## src/rtl/shift_engine_if.sv

```systemverilog
// Handshake and data bundle between a shift_engine and its controller.
interface shift_engine_if #(
  parameter int unsigned WIDTH = 16,
  parameter int unsigned AMT_W = $clog2(WIDTH) + 1
);
  logic             ld;
  logic [WIDTH-1:0] par_in;
  logic             start;
  logic [AMT_W-1:0] amt;
  logic [2:0]       mode;
  logic             step;
  logic             ser_in;
  logic [WIDTH-1:0] par_out;
  logic             ser_out;
  logic             MSB_out;
  logic             LSB_out;
  logic             busy;
  logic             done;

  modport master (
    output ld, par_in, start, amt, mode, step, ser_in,
    input  par_out, ser_out, MSB_out, LSB_out, busy, done
  );

  modport slave (
    input  ld, par_in, start, amt, mode, step, ser_in,
    output par_out, ser_out, MSB_out, LSB_out, busy, done
  );
endinterface

```

## src/rtl/shift_engine.sv

```systemverilog
// Multi-mode shift register: parallel load, programmed shift sequences
// (LSL/LSR/ASR/ROL/ROR/hold) with start/busy/done, and idle single-step.
module shift_engine #(
  parameter int unsigned WIDTH = 16,
  parameter int unsigned AMT_W = $clog2(WIDTH) + 1
) (
  input logic           clk,
  input logic           rst,
  shift_engine_if.slave bus
);

  localparam logic [2:0] M_LSL = 3'b000;
  localparam logic [2:0] M_LSR = 3'b001;
  localparam logic [2:0] M_ASR = 3'b010;
  localparam logic [2:0] M_ROL = 3'b011;
  localparam logic [2:0] M_ROR = 3'b100;

  typedef enum logic [1:0] {IDLE, SHIFT, DONE} state_e;

  state_e           state_q, state_d;
  logic [WIDTH-1:0] data_q, data_d;
  logic             ser_q, ser_d;
  logic [AMT_W-1:0] cnt_q, cnt_d;
  logic [2:0]       mode_q, mode_d;
  logic             busy_q, busy_d;
  logic             done_q, done_d;

  logic [2:0]       sh_mode;
  logic [WIDTH-1:0] sh_data;
  logic             sh_ser;

  // Running sequences use the latched mode; idle steps use the live mode.
  assign sh_mode = (state_q == SHIFT) ? mode_q : bus.mode;

  // One-position shift of the current register; hold codes leave both unchanged.
  always_comb begin
    sh_data = data_q;
    sh_ser  = ser_q;
    case (sh_mode)
      M_LSL: begin sh_data = {data_q[WIDTH-2:0], bus.ser_in};    sh_ser = data_q[WIDTH-1]; end
      M_LSR: begin sh_data = {bus.ser_in, data_q[WIDTH-1:1]};    sh_ser = data_q[0];       end
      M_ASR: begin sh_data = {data_q[WIDTH-1], data_q[WIDTH-1:1]}; sh_ser = data_q[0];     end
      M_ROL: begin sh_data = {data_q[WIDTH-2:0], data_q[WIDTH-1]}; sh_ser = data_q[WIDTH-1]; end
      M_ROR: begin sh_data = {data_q[0], data_q[WIDTH-1:1]};     sh_ser = data_q[0];       end
      default: ;
    endcase
  end

  // Next-state and registered-output logic.
  always_comb begin
    state_d = state_q;
    data_d  = data_q;
    ser_d   = ser_q;
    cnt_d   = cnt_q;
    mode_d  = mode_q;
    busy_d  = 1'b0;
    done_d  = 1'b0;
    case (state_q)
      IDLE: begin
        if (bus.ld) begin
          data_d = bus.par_in;
        end else if (bus.start) begin
          mode_d = bus.mode;
          cnt_d  = bus.amt;
          if (bus.amt != '0) begin
            state_d = SHIFT;
            busy_d  = 1'b1;
          end else begin
            state_d = DONE;
            done_d  = 1'b1;
          end
        end else if (bus.step) begin
          data_d = sh_data;
          ser_d  = sh_ser;
        end
      end
      SHIFT: begin
        data_d = sh_data;
        ser_d  = sh_ser;
        cnt_d  = cnt_q - AMT_W'(1);
        if (cnt_q == AMT_W'(1)) begin
          state_d = DONE;
          done_d  = 1'b1;
        end else begin
          busy_d = 1'b1;
        end
      end
      DONE: begin
        state_d = IDLE;
      end
      default: begin
        state_d = IDLE;
      end
    endcase
  end

  always_ff @(posedge clk) begin
    if (!rst) begin
      state_q <= IDLE;
      data_q  <= '0;
      ser_q   <= 1'b0;
      cnt_q   <= '0;
      mode_q  <= '0;
      busy_q  <= 1'b0;
      done_q  <= 1'b0;
    end else begin
      state_q <= state_d;
      data_q  <= data_d;
      ser_q   <= ser_d;
      cnt_q   <= cnt_d;
      mode_q  <= mode_d;
      busy_q  <= busy_d;
      done_q  <= done_d;
    end
  end

  assign bus.par_out = data_q;
  assign bus.ser_out = ser_q;
  assign bus.MSB_out = data_q[WIDTH-1];
  assign bus.LSB_out = data_q[0];
  assign bus.busy    = busy_q;
  assign bus.done    = done_q;

endmodule

```

## src/flat_wrapper.sv

```systemverilog
// flat-port wrapper written by rule: the top's interface ports become plain ports
module shift_engine_flat 
#(
  parameter int unsigned WIDTH = 16,
  parameter int unsigned AMT_W = $clog2(WIDTH) + 1
)
  (clk, rst, bus_ld, bus_par_in, bus_start, bus_amt, bus_mode, bus_step, bus_ser_in, bus_par_out, bus_ser_out, bus_MSB_out, bus_LSB_out, bus_busy, bus_done);
  shift_engine_if #(.WIDTH(WIDTH), .AMT_W(AMT_W)) bus_i ();
  input logic clk;
  input logic rst;
  input wire logic [$bits(bus_i.ld)-1:0] bus_ld;
  input wire logic [$bits(bus_i.par_in)-1:0] bus_par_in;
  input wire logic [$bits(bus_i.start)-1:0] bus_start;
  input wire logic [$bits(bus_i.amt)-1:0] bus_amt;
  input wire logic [$bits(bus_i.mode)-1:0] bus_mode;
  input wire logic [$bits(bus_i.step)-1:0] bus_step;
  input wire logic [$bits(bus_i.ser_in)-1:0] bus_ser_in;
  output wire logic [$bits(bus_i.par_out)-1:0] bus_par_out;
  output wire logic [$bits(bus_i.ser_out)-1:0] bus_ser_out;
  output wire logic [$bits(bus_i.MSB_out)-1:0] bus_MSB_out;
  output wire logic [$bits(bus_i.LSB_out)-1:0] bus_LSB_out;
  output wire logic [$bits(bus_i.busy)-1:0] bus_busy;
  output wire logic [$bits(bus_i.done)-1:0] bus_done;
  assign bus_i.ld = bus_ld;
  assign bus_i.par_in = bus_par_in;
  assign bus_i.start = bus_start;
  assign bus_i.amt = bus_amt;
  assign bus_i.mode = bus_mode;
  assign bus_i.step = bus_step;
  assign bus_i.ser_in = bus_ser_in;
  assign bus_par_out = bus_i.par_out;
  assign bus_ser_out = bus_i.ser_out;
  assign bus_MSB_out = bus_i.MSB_out;
  assign bus_LSB_out = bus_i.LSB_out;
  assign bus_busy = bus_i.busy;
  assign bus_done = bus_i.done;
  shift_engine #(.WIDTH(WIDTH), .AMT_W(AMT_W)) u_core (.clk(clk), .rst(rst), .bus(bus_i));
endmodule
```

## config.mk

```make
export PLATFORM = sky130hd
export DESIGN_NAME = shift_engine_flat
export DESIGN_NICKNAME = d
export VERILOG_FILES = /design/src/rtl/shift_engine_if.sv /design/src/rtl/shift_engine.sv /design/src/flat_wrapper.sv
export SDC_FILE = /design/constraint.sdc
export NUM_CORES = 1
export LEC_CHECK = 0
export CORE_ASPECT_RATIO = 0.75
export CORE_MARGIN = 2
export CORE_UTILIZATION = 55
export CTS_CLUSTER_DIAMETER = 100
export DETAILED_ROUTE_END_ITERATION = 8
export DONT_BUFFER_PORTS = 1
export PLACE_DENSITY = 0.72
export SLEW_MARGIN = 0
export SYNTH_ARGS = -nofsm -noshare
export SYNTH_HDL_FRONTEND = slang
export SYNTH_SLANG_ARGS = --single-unit
```

## constraint.sdc

```tcl
create_clock -name clk -period 2.2 [get_ports clk]
set_input_delay 0.11 -clock clk [delete_from_list [all_inputs] [get_ports clk]]
set_output_delay 0.11 -clock clk [all_outputs]
set_load 0.1 [all_outputs]
```

==> results.cfg <==
[outcome]
status = finished with violations
violations = negative hold slack

[setup_path]
crit_type = reg2reg
rr_worst_depth = 6
r2r_setup_slack_ns = 0.19
crit_path_end = u_core.bus.par_out[0]
path_max_fanout = 28
worst_path_max_delay_cell = a2111oi_1
reg2reg_to = u_core.bus.par_out[0]
r2r_start = u_core.state_q[1]
critical_path_cell_count = 6
end_kind = flip-flop
worstPathRequired_ns = 2.35
startpoint = u_core.state_q[1]
cp-start-kind = flip-flop
critical_path.max_stage_delay_ns = 0.53
crit_family = compound AO/OA/AOI/OAI gates
cp_cell_sequence = nand2b_1 > buf_4 > mux2i_1 > a22o_1 > a2111oi_1 > o31ai_1
path_buf_inv = 1
arrival_ns = 2.15

[sta]
finalHoldViolations = 3
fmaxAchievable_mhz = 498.6
worstMarginPinSlew_ns = 1.086
fin_skew_ns = 0.006252
setup-tns-final_ns = 0
setup_viol = 0
max_slew_margin = 0.2736
layout_min_cycle_time_ns = 2.006
min_period_over_period = 0.9116
setup_ws_ns = 0.1944
slew_viol_final = 0
rsz0062_at_grt = no
fin_hold_ws_ns = -0.002820

[place]
io_buffer_count = 0
globalplace.congestion = 0.9342
placedCellCount = 334
pre_cts_ws_ns = 0.1947
dp_hpwl_um = 3953

[detailed_routing]
avgRoutedWirePerCell_um = 15.81
drtPass1Iterations = 4
via_per_inst = 5.857
routed_wl_um = 5516
antenna_left = 0
dr_total_vias = 2044
drt-initial-drc-count = 231
drc = 0

[min_path]
hold_class = in2reg

[pwr]
power_switching_mw = 0.8633
ir_drop_mv = 0.7297
p_comb_frac = 0.443
power_density_nw_per_um2 = 800.2
seq_power_share = 0.330
p_leak_nw = 1.017
intPower_mw = 1.100
clkPwrFrac = 0.227
p_sw_frac = 0.4397

[yosys]
synth-seq-cells = 29
ys.flop_type = dfxtp_1
ys_top_cells_by_count = nor2_1, nand2_1, dfxtp_1, a21oi_1, mux2i_1
ys_types = 50
yosys_warnings = 0
synthTopCellsByArea = dfxtp_1, mux2i_1, mux2_2
synth_nets = 310
synth_edf_count = 0
ys_seq_area_frac = 0.2729
synth_area_um2 = 2127
synth_most_common_cell = nor2_1
synth_top_cell_area_share = 0.2729
syn_inst = 278
yosysTopAreaCell = dfxtp_1
avgSynthCellArea_um2 = 7.651
ys_async_sr_fraction = 0

[floorplanning]
core_um2 = 3685
ioPinCount = 51
die_w_um = 75.81
num_rows = 19
initial_core_util = 0.5772
fp.dieH_um = 57.86
die_area_um2 = 4386

[global_routing]
overflow = 0
antenna_found_initial = 0
grt_pass1_vias = 1805
grt_max_degree = 29
grt_use_total = 0.2630
grt_first_pass_wirelength_um = 8818

[flow_run]
cap_violations = 0

[clocking]
htree_levels = 2
clk_transition_reported_paths_ns = 0.06
cts_tree = yes
clkLatencyLatePin_ns = 0.28
cts-root-buf = clkbuf_8
clk_path_buf_depth = 2
cts_num_sinks = 29
cts_inserted_buffers = 5

[layout]
antenna_cells = 0
area_growth_pct = 15.35
final_cells = 349
drive_gt1_frac = 0.1919
final_nets = 329
state kept, by name, summed over array words and instances, names as in the netlist:
signal,cells
u_core.mode_q,3
u_core.bus.busy,1
u_core.bus.ser_out,1
u_core.state_q,2
u_core.bus.par_out,16
u_core.cnt_q,5
u_core.bus.done,1
worst min-delay path by stage:
stage                      startpoint                to  slack [ns]  cells after the start
final                     bus_mode[0]  u_core.mode_q[0]      -0.003                      2
after global routing      bus_mode[0]  u_core.mode_q[0]       0.004                      2
after floorplan                   rst   u_core.cnt_q[4]        0.26                      2
after detailed placement  bus_mode[2]  u_core.mode_q[2]        0.27                      2
after CTS                  bus_amt[1]   u_core.cnt_q[1]      0.0002                      2
after global placement    bus_mode[2]  u_core.mode_q[2]        0.26                      2
logic make-up after synthesis:
| kind of cell | after synthesis | synth area share |
|---|---|---|
| flops | 29 | 0.2729 |
| simple gates | 99 | 0.2153 |
| mux | 31 | 0.1600 |
| buf+inv | 34 | 0.07824 |
| fa+ha+maj | 2 | 0.01176 |
| xor+xnor | 4 | 0.01647 |
| compound gates | 79 | 0.2453 |
cell type report:
cell class	instances	area, um^2
clock buffer	7	86.33
fill	322	1231
sequential	29	583.1
timing repair buffer	37	297.8
multi-input combinational	215	1388
inverter	9	33.78
tap	52	65.06
power by group through the flow:
stage	Clock (mW)	Sequential (mW)	Combinational, mW
floorplan	0	0.954	0.420
global placement	0	0.657	0.847
detailed placement	0	0.657	0.852
CTS	0.450	0.646	0.867
global route	0.483	0.655	0.927
finish	0.446	0.648	0.869
metal layers:
metal	up-vias	global-route usage	wire length [um]
met4	0	0.07018	65
met2	81	0.3424	2220
met5	-	0	0
met1	927	0.4157	2738
met3	8	0.07478	491
li1	1028	-	-
stage by stage:
stage	instance area, um^2	util	power [mW]
3_3_place_gp	2286	0.6204	1.504
5_1_grt	2454	0.6659	2.065
6_report	2454	0.6659	1.963
3_5_place_dp	2286	0.6204	1.510
2_1_floorplan	2127	-	1.374
4_1_cts	2452	0.6655	1.963
repair_timing:
item / in CTS / in global routing
hold buffers: 8 / 0
setup endpoints to repair: 0 / 1
endpoints found under the hold margin: 8 / 0
gates resized for setup: 0 / 1
buffers inserted: 0 / 0
placed cells by master (no fill, tap or decap), types with 3 or more instances in the layout:
cell           instances
nor2_1                41
nand2_1               31
buf_4                 29
dfxtp_1               27
a21oi_1               22
mux2i_1               16
mux2_2                14
a22oi_1               13
o21ai_0               11
inv_1                  9
o21ai_1                9
dlygate4sd3_1          8
clkbuf_8               6
nor3_1                 5
a211oi_1               4
nand2b_1               3
nand3_1                3
or3_1                  3
No activity file was read; power rests on OpenSTA's default activity.
